===== src/rtl/store_pkg.sv =====
// ---------------------------------------------------------------------------
// store_pkg
// Shared definitions for the store read-modify-write unit:
//   - width_e  : store width codes carried on req_width
//   - state_e  : FSM state encoding of store_rmw_unit
//   - aligned_addr() : clears the byte offset of a byte address
// ---------------------------------------------------------------------------
package store_pkg;

    typedef enum logic [1:0] {
        W_BYTE    = 2'b00,
        W_HALF    = 2'b01,
        W_WORD    = 2'b10,
        W_ILLEGAL = 2'b11
    } width_e;

    typedef enum logic [1:0] {
        ST_IDLE  = 2'b00,
        ST_READ  = 2'b01,
        ST_WRITE = 2'b10,
        ST_RESP  = 2'b11
    } state_e;

    // Operates on a 64-bit container; callers cast the result down to
    // their own address width.
    function automatic logic [63:0] aligned_addr(input logic [63:0] a);
        return {a[63:2], 2'b00};
    endfunction

endpackage


===== src/rtl/store_lane_merge.sv =====
// ---------------------------------------------------------------------------
// store_lane_merge
// Combinational insertion of right-justified store data into an old
// 32-bit memory word.
//   i_old     : word currently in memory
//   i_data    : store data, right-justified (byte in [7:0], half in [15:0])
//   i_width   : store width code
//   i_addr_lo : byte offset within the word
//   o_merged  : word to write back
// Byte  : lane i_addr_lo replaced.
// Half  : i_addr_lo[1] selects the upper or lower half; i_addr_lo[0] ignored.
// Word / illegal : i_data passes straight through.
// ---------------------------------------------------------------------------
module store_lane_merge
    import store_pkg::*;
(
    input  logic [31:0] i_old,
    input  logic [31:0] i_data,
    input  width_e      i_width,
    input  logic [1:0]  i_addr_lo,
    output logic [31:0] o_merged
);

    always_comb begin
        o_merged = i_old;
        case (i_width)
            W_BYTE: begin
                o_merged[{i_addr_lo, 3'b000} +: 8] = i_data[7:0];
            end
            W_HALF: begin
                if (i_addr_lo[1]) begin
                    o_merged[31:16] = i_data[15:0];
                end else begin
                    o_merged[15:0] = i_data[15:0];
                end
            end
            default: begin
                o_merged = i_data;
            end
        endcase
    end

endmodule


===== src/rtl/store_rmw_unit.sv =====
// ---------------------------------------------------------------------------
// store_rmw_unit
// Inserts byte/half/word store data into a 32-bit data memory without byte
// enables. Word stores are written directly; byte and half stores read the
// old word, merge the lane(s) and write the result back.
//
// Parameters
//   ADDR_W      : byte-address width
//   TIMEOUT_CYC : cycles to wait for mem_rvalid / mem_wack before aborting
//                 with err; 0 disables the timeout
//
// Ports
//   clk, rst_n                    : clock (rising edge), async active-low reset
//   req_valid / req_ready         : core-side handshake (ready only in IDLE)
//   req_addr, req_data, req_width : store request
//   mem_addr                      : word-aligned memory address
//   mem_rd_en / mem_rdata / mem_rvalid : read request, held until mem_rvalid
//   mem_wr_en / mem_wdata / mem_wack   : write request, held until mem_wack
//   done, err                     : one-cycle completion pulse, err qualified
//
// Build option
//   STORE_MISALIGN_TRAP_EN : when defined, a misaligned half/word or an
//   illegal width completes immediately with err=1 and no memory access.
//   When undefined, low address bits are truncated and width 11 acts as word.
// ---------------------------------------------------------------------------
module store_rmw_unit
    import store_pkg::*;
#(
    parameter int ADDR_W      = 32,
    parameter int TIMEOUT_CYC = 255
)
(
    input  logic              clk,
    input  logic              rst_n,
    input  logic              req_valid,
    output logic              req_ready,
    input  logic [ADDR_W-1:0] req_addr,
    input  logic [31:0]       req_data,
    input  logic [1:0]        req_width,
    output logic [ADDR_W-1:0] mem_addr,
    output logic              mem_rd_en,
    input  logic [31:0]       mem_rdata,
    input  logic              mem_rvalid,
    output logic              mem_wr_en,
    output logic [31:0]       mem_wdata,
    input  logic              mem_wack,
    output logic              done,
    output logic              err
);

    // Counter only needs to reach TIMEOUT_CYC-1: the abort fires on the last
    // waiting cycle so the request is held exactly TIMEOUT_CYC cycles.
    localparam int CNT_W = (TIMEOUT_CYC > 1) ? $clog2(TIMEOUT_CYC) : 1;
    localparam logic [CNT_W-1:0] TO_LAST =
        (TIMEOUT_CYC > 0) ? CNT_W'(TIMEOUT_CYC - 1) : '0;

    state_e            r_state;
    state_e            w_next;
    logic              r_live;
    logic [ADDR_W-1:0] r_addr;
    logic [1:0]        r_lane;
    logic [31:0]       r_data;
    width_e            r_width;
    logic [31:0]       r_wdata;
    logic              r_err;
    logic [CNT_W-1:0]  r_cnt;

    width_e            w_req_width;
    logic              w_accept;
    logic              w_waiting;
    logic              w_timeout;
    logic              w_rmw;
    logic [31:0]       w_merged;

    assign w_req_width = width_e'(req_width);
    assign w_accept    = req_valid && r_live && (r_state == ST_IDLE);
    assign w_rmw       = (w_req_width == W_BYTE) || (w_req_width == W_HALF);
    assign w_waiting   = ((r_state == ST_READ)  && !mem_rvalid) ||
                         ((r_state == ST_WRITE) && !mem_wack);
    assign w_timeout   = (TIMEOUT_CYC != 0) && (r_cnt == TO_LAST);

`ifdef STORE_MISALIGN_TRAP_EN
    logic w_misalign;
    assign w_misalign = ((w_req_width == W_HALF) && req_addr[0]) ||
                        ((w_req_width == W_WORD) && (req_addr[1:0] != 2'b00)) ||
                        (w_req_width == W_ILLEGAL);
`endif

    store_lane_merge u_merge (
        .i_old     (mem_rdata),
        .i_data    (r_data),
        .i_width   (r_width),
        .i_addr_lo (r_lane),
        .o_merged  (w_merged)
    );

    // State register; r_live holds req_ready low until the first clock
    // after reset release.
    always_ff @(posedge clk or negedge rst_n) begin
        if (!rst_n) begin
            r_state <= ST_IDLE;
            r_live  <= 1'b0;
        end else begin
            r_state <= w_next;
            r_live  <= 1'b1;
        end
    end

    // Next state and outputs. A handshake in the same cycle as the timeout
    // takes priority, so the abort branch is only reached without it.
    always_comb begin
        w_next    = r_state;
        req_ready = 1'b0;
        mem_rd_en = 1'b0;
        mem_wr_en = 1'b0;
        done      = 1'b0;
        err       = 1'b0;
        case (r_state)
            ST_IDLE: begin
                req_ready = r_live;
                if (w_accept) begin
`ifdef STORE_MISALIGN_TRAP_EN
                    if (w_misalign) begin
                        w_next = ST_RESP;
                    end else begin
                        w_next = w_rmw ? ST_READ : ST_WRITE;
                    end
`else
                    w_next = w_rmw ? ST_READ : ST_WRITE;
`endif
                end
            end
            ST_READ: begin
                mem_rd_en = 1'b1;
                if (mem_rvalid) begin
                    w_next = ST_WRITE;
                end else if (w_timeout) begin
                    w_next = ST_RESP;
                end
            end
            ST_WRITE: begin
                mem_wr_en = 1'b1;
                if (mem_wack || w_timeout) begin
                    w_next = ST_RESP;
                end
            end
            ST_RESP: begin
                done   = 1'b1;
                err    = r_err;
                w_next = ST_IDLE;
            end
            default: begin
                w_next = ST_IDLE;
            end
        endcase
    end

    // Request capture, merge result and error flag.
    always_ff @(posedge clk or negedge rst_n) begin
        if (!rst_n) begin
            r_addr  <= '0;
            r_lane  <= 2'b00;
            r_data  <= '0;
            r_width <= W_BYTE;
            r_wdata <= '0;
            r_err   <= 1'b0;
        end else begin
            if (w_accept) begin
                r_addr  <= ADDR_W'(aligned_addr(64'(req_addr)));
                r_lane  <= req_addr[1:0];
                r_data  <= req_data;
                r_width <= w_req_width;
                r_wdata <= req_data;
`ifdef STORE_MISALIGN_TRAP_EN
                r_err   <= w_misalign;
`else
                r_err   <= 1'b0;
`endif
            end else if ((r_state == ST_READ) && mem_rvalid) begin
                r_wdata <= w_merged;
            end else if (w_waiting && w_timeout) begin
                r_err   <= 1'b1;
            end
        end
    end

    // Wait counter: restarts whenever the state changes, counts cycles spent
    // waiting on the memory handshake.
    always_ff @(posedge clk or negedge rst_n) begin
        if (!rst_n) begin
            r_cnt <= '0;
        end else if (w_next != r_state) begin
            r_cnt <= '0;
        end else if (w_waiting) begin
            r_cnt <= r_cnt + CNT_W'(1);
        end
    end

    assign mem_addr  = r_addr;
    assign mem_wdata = r_wdata;

endmodule


===== config.mk =====
export PLATFORM = sky130hd
export DESIGN_NAME = store_rmw_unit
export DESIGN_NICKNAME = d
export VERILOG_FILES = /design/src/rtl/store_pkg.sv /design/src/rtl/store_lane_merge.sv /design/src/rtl/store_rmw_unit.sv
export SDC_FILE = /design/constraint.sdc
export NUM_CORES = 1
export LEC_CHECK = 0
export ABC_CLOCK_PERIOD_IN_PS = 2700
export BUFFER_PORTS_ARGS = -buffer_cell sky130_fd_sc_hd__buf_2
export CAP_MARGIN = 20
export CORE_MARGIN = 2
export CORE_UTILIZATION = 53
export CTS_BUF_LIST = sky130_fd_sc_hd__clkbuf_8
export DETAILED_ROUTE_END_ITERATION = 10
export HOLD_SLACK_MARGIN = 0.08
export PLACE_DENSITY = 0.82
export SYNTH_ARGS = -nofsm -noshare
export SYNTH_HDL_FRONTEND = slang
export SYNTH_HIERARCHICAL = 1
export SYNTH_SLANG_ARGS = --single-unit

===== constraint.sdc =====
create_clock -name clk -period 2.7 [get_ports clk]
set_input_delay 0.27 -clock clk [delete_from_list [all_inputs] [get_ports clk]]
set_output_delay 0.27 -clock clk [all_outputs]
set_load 0.005 [all_outputs]

==> report_table.html <==
<table>
<tr><th>Metric</th><th>Value</th></tr>
<tr><th colspan="2">Status</th></tr>
<tr><td>Status</td><td>finished, final reports clean</td></tr>
<tr><th colspan="2">Routing</th></tr>
<tr><td>TritonRoute pass-1 iters</td><td>5</td></tr>
<tr><td>Number of vias in the routed layout</td><td>5068</td></tr>
<tr><td>Residual DRC count</td><td>0</td></tr>
<tr><td>Met3 WL post-DR</td><td>1284 microns</td></tr>
<tr><td>Highest metal layer with signal wires</td><td>met5</td></tr>
<tr><td>Routed len/inst</td><td>16.55 microns</td></tr>
<tr><td>Count of routing violations after the opening detailed-route iteration</td><td>382</td></tr>
<tr><td>Via-per-instance ratio</td><td>5.569</td></tr>
<tr><td>Post-detailed-routing wire length</td><td>15060 microns</td></tr>
<tr><td>Routed length on met2</td><td>7480 microns</td></tr>
<tr><td>DRT antenna net count</td><td>0</td></tr>
<tr><td>WL met1</td><td>5890 microns</td></tr>
<tr><th colspan="2">Worst setup path</th></tr>
<tr><td>R2r endpoint</td><td>mem_wdata[11]</td></tr>
<tr><td>Worst reg2reg path startpoint</td><td>r_lane[0]</td></tr>
<tr><td>Crit path capture</td><td>mem_wdata[11]</td></tr>
<tr><td>Launching element type of the critical path</td><td>flop</td></tr>
<tr><td>Register-to-register path setup slack</td><td>450 ps</td></tr>
<tr><td>Required time of the critical path</td><td>2990 ps</td></tr>
<tr><td>Type of the worst setup path</td><td>flop to flop</td></tr>
<tr><td>Startpoint of the worst setup timing path</td><td>r_lane[0]</td></tr>
<tr><td>Count of cells along the worst register-to-register path</td><td>7</td></tr>
<tr><td>Worst Path Arrival</td><td>2530 ps</td></tr>
<tr><td>Worst-path fanout max</td><td>8</td></tr>
<tr><td>Category of the worst setup path capture point</td><td>flop</td></tr>
<tr><th colspan="2">Power and ir drop</th></tr>
<tr><td>Maximum vdd drop</td><td>0.5297 mV</td></tr>
<tr><td>Leakage dissipation</td><td>3.771 nW</td></tr>
<tr><td>Power density over cell area</td><td>1046 mW/mm^2</td></tr>
<tr><th colspan="2">Hold path</th></tr>
<tr><td>Class of the most critical hold timing path</td><td>primary input to flop</td></tr>
<tr><th colspan="2">Final layout</th></tr>
<tr><td>Number of filler cells placed in the layout</td><td>821</td></tr>
<tr><td>Post-Layout Inst Area</td><td>0.006847 sq mm</td></tr>
<tr><td>Fin nets</td><td>878</td></tr>
<tr><td>Fraction of final layout cells with drive strength greater than 1</td><td>0.2730</td></tr>
<tr><td>Leading cell type in the layout, fill and taps excluded</td><td>nand2_1</td></tr>
<tr><td>Commonest cells after routing, fill and taps aside</td><td>224 x nand2_1, 168 x buf_2, 110 x dfrtp_1, 60 x o21ai_0, 48 x mux2i_1</td></tr>
<tr><td>Growth of design area from synthesis to finish</td><td>24.56%</td></tr>
<tr><td>Share of the core filled with cells</td><td>0.6722</td></tr>
<tr><th colspan="2">GRT</th></tr>
<tr><td>Pin count of the biggest net entering global routing</td><td>68</td></tr>
<tr><td>Remaining global-route overflow</td><td>0</td></tr>
<tr><td>Overall Global Routing Usage</td><td>0.2678</td></tr>
<tr><td>Wire length of the first global-routing pass</td><td>23780 microns</td></tr>
<tr><td>Number of antenna violations at the first check in global routing</td><td>4</td></tr>
<tr><td>Number of global-route vias before repair</td><td>4934</td></tr>
<tr><th colspan="2">Synthesis</th></tr>
<tr><td>FF+latch count, synth</td><td>110</td></tr>
<tr><td>Number of warnings printed during yosys synthesis</td><td>6</td></tr>
<tr><td>Main area contributors after synthesis</td><td>dfrtp_1 50%, nand2_1 15%, mux2i_1 8.7%</td></tr>
<tr><td>Synth Area per Inst</td><td>9.269 sq um</td></tr>
<tr><td>Share of the synthesized area in the top cell type</td><td>0.5008</td></tr>
<tr><td>Number of standard cells after synthesis</td><td>593</td></tr>
<tr><td>Number of flops mapped to enable cells by yosys</td><td>0</td></tr>
<tr><td>Cell type with the highest aggregate area in the netlist</td><td>dfrtp_1</td></tr>
<tr><td>Proportion of synthesized chip area in sequential cells</td><td>0.5008</td></tr>
<tr><td>Post-synthesis cell area</td><td>0.005497 sq mm</td></tr>
<tr><td>Primary FF master, synth</td><td>dfrtp_1</td></tr>
<tr><td>Number of unique standard cell types used by synthesis</td><td>45</td></tr>
<tr><td>FFs w/ async S/R, synth</td><td>1.000</td></tr>
<tr><th colspan="2">Floorplanning</th></tr>
<tr><td>Area of the core</td><td>0.01018 sq mm</td></tr>
<tr><td>DIE AREA</td><td>0.01120 sq mm</td></tr>
<tr><td>Effective utilization at floorplan</td><td>0.5397</td></tr>
<tr><td>Num ports</td><td>172</td></tr>
<tr><td>Std cell rows</td><td>37</td></tr>
<tr><td>Die span in x</td><td>105.8 microns</td></tr>
<tr><td>Die Span Y</td><td>105.8 microns</td></tr>
<tr><th colspan="2">Place</th></tr>
<tr><td>Detailed Place HPWL</td><td>10630 microns</td></tr>
<tr><td>Post-place instance area</td><td>0.006459 sq mm</td></tr>
<tr><td>Routability cong.</td><td>0.8676</td></tr>
<tr><td>Count of buffers from port buffering</td><td>169</td></tr>
<tr><th colspan="2">Run</th></tr>
<tr><td>Count of maximum capacitance violations</td><td>0</td></tr>
<tr><th colspan="2">Clocking</th></tr>
<tr><td>Clock latency at the later pin of the worst-skew pair</td><td>370 ps</td></tr>
<tr><td>Clock-pin slew reported for the worst setup and hold paths after clock tree synthesis</td><td>110 ps</td></tr>
<tr><td>CTS tree</td><td>built</td></tr>
<tr><td>CTS H-tree depth</td><td>3</td></tr>
<tr><td>Clock buffers created by TritonCTS</td><td>9</td></tr>
<tr><td>Bufs on Longest Clock Path</td><td>2</td></tr>
<tr><td>Quantity of gates resized following cts</td><td>0</td></tr>
<tr><td>Post-CTS setup repair buffer count</td><td>0</td></tr>
<tr><td>Number of sinks handled by clock tree synthesis</td><td>110</td></tr>
<tr><td>Root buffer cell</td><td>clkbuf_8</td></tr>
<tr><th colspan="2">Timing</th></tr>
<tr><td>Post-layout min period</td><td>2246 ps</td></tr>
<tr><td>Final Cycle Share</td><td>0.8318</td></tr>
<tr><td>Final worst clock skew</td><td>15.46 ps</td></tr>
<tr><td>Transition time of the tightest slew-check pin</td><td>832.7 ps</td></tr>
<tr><td>Max frequency</td><td>0.4453 GHz</td></tr>
<tr><td>Final count of pins violating max slew</td><td>0</td></tr>
<tr><td>Final Hold Violating Endpoints</td><td>0</td></tr>
<tr><td>Fin Setup TNS</td><td>0 ps</td></tr>
<tr><td>Max_slew headroom</td><td>0.4449</td></tr>
<tr><td>Unrepaired setup endpoints after global routing</td><td>false</td></tr>
<tr><td>Number of failing setup endpoints in the final timing report</td><td>0</td></tr>
</table>
## synth_stat cells (2+ instances only)
| library cell | count |
|---|---|
| and2_1 | 2 |
| a22o_1 | 7 |
| o211ai_1 | 2 |
| o2111ai_1 | 3 |
| conb_1 | 2 |
| and3_1 | 2 |
| xnor2_1 | 2 |
| a221o_1 | 18 |
| nor3b_2 | 2 |
| dfrtp_1 | 110 |
| buf_4 | 7 |
| mux2i_1 | 48 |
| nand3_1 | 3 |
| nor2_1 | 3 |
| inv_1 | 12 |
| nor3_1 | 7 |
| nand2b_1 | 3 |
| ha_1 | 7 |
| and4_1 | 4 |
| buf_1 | 2 |
| nand2_1 | 225 |
| buf_2 | 11 |
| o21ai_0 | 60 |
| xor2_1 | 5 |
| o221ai_1 | 9 |
| nor2b_1 | 4 |
| clkbuf_1 | 14 |
| nor3_2 | 2 |
## worst min path at each step
| stage | startpoint | to | slack, ps | cells past startpoint |
|---|---|---|---|---|
| floorplan | rst_n | mem_addr[10] | -30 | 0 |
| global placement | rst_n | mem_wdata[7] | 420 | 1 |
| detailed placement | rst_n | mem_wdata[5] | 430 | 1 |
| CTS | req_addr[26] | mem_addr[26] | 80 | 3 |
| global route | req_addr[16] | mem_addr[16] | 90 | 3 |
| finish | req_addr[16] | mem_addr[16] | 90 | 3 |
## worst max-delay path, stage by stage (launching register included)
cell	delay, ps
dfrtp_1	450
inv_1	110
ha_1	270
nor4b_1	370
nand3_1	360
o221ai_1	310
mux2i_1	100
o21ai_0	200
## sequential cells by signal, summed over array words and instances (netlist names)
name,flops
mem_wdata,32
r_state,2
mem_addr,30
r_live,1
r_cnt,8
r_err,1
r_width,2
r_lane,2
r_data,32
## area by class of cell
cell class,instances,area [sq um],share of cell area
Multi-Input combinational cell,437,2535,0.3702
Antenna cell,1,2.502,0.0003655
Clock buffer,9,123.9,0.01809
Timing Repair Buffer,198,1136,0.1659
Clock inverter,7,81.33,0.01188
Tap cell,136,170.2,0.02485
Inverter,12,45.04,0.006579
Sequential cell,110,2753,0.4020
## per-stage QoR
step / power, mW / worst slack (ps) / std cells / hold WS [ps]
5_1_grt: 7.650 / 221.4 / 910 / 87.21
3_3_place_gp: 5.899 / 737.2 / 875 / 415.2
2_1_floorplan: 4.880 / 493.6 / 594 / -25.59
4_1_cts: 7.129 / 517.7 / 908 / 80.02
3_5_place_dp: 6.074 / 532.8 / 875 / 426.2
6_report: 7.162 / 454.3 / 910 / 89.69
## power breakdown
part           switching [mW]  internal (mW)  total [mW]
clock                   0.590          0.445        1.03
combinational            1.69           1.43        3.12
sequential              0.658           2.35        3.01
## logic make-up (layout without fill, tap and decap cells)
| family | count (synthesis) | after routing | synth area share |
|---|---|---|---|
| adders and majority gates | 7 | 7 | 0.01593 |
| xor gates and xnor gates | 7 | 7 | 0.01115 |
| AOI/OAI and AO/OA | 102 | 102 | 0.1300 |
| DFF | 110 | 110 | 0.5008 |
| buffers and inverters | 47 | 226 | 0.04075 |
| other | 2 | 4 | 0.001366 |
| and+or+nand+nor | 270 | 270 | 0.2126 |
| muxes | 48 | 48 | 0.08741 |
## repair_timing
| action | 4_1_cts | 5_1_grt |
|---|---|---|
| hold buffers | 17 | 1 |
| endpoints found under the hold margin | 78 | 1 |
| endpoints found under the setup margin | 0 | 0 |
## layer usage
layer / up-vias / track usage
met3: 41 / 0.06741
met1: 2409 / 0.3395
met4: 4 / 0.07425
met2: 253 / 0.4571
met5: - / 0
li1: 2361 / -
No activity file was read; power rests on OpenSTA's default activity.
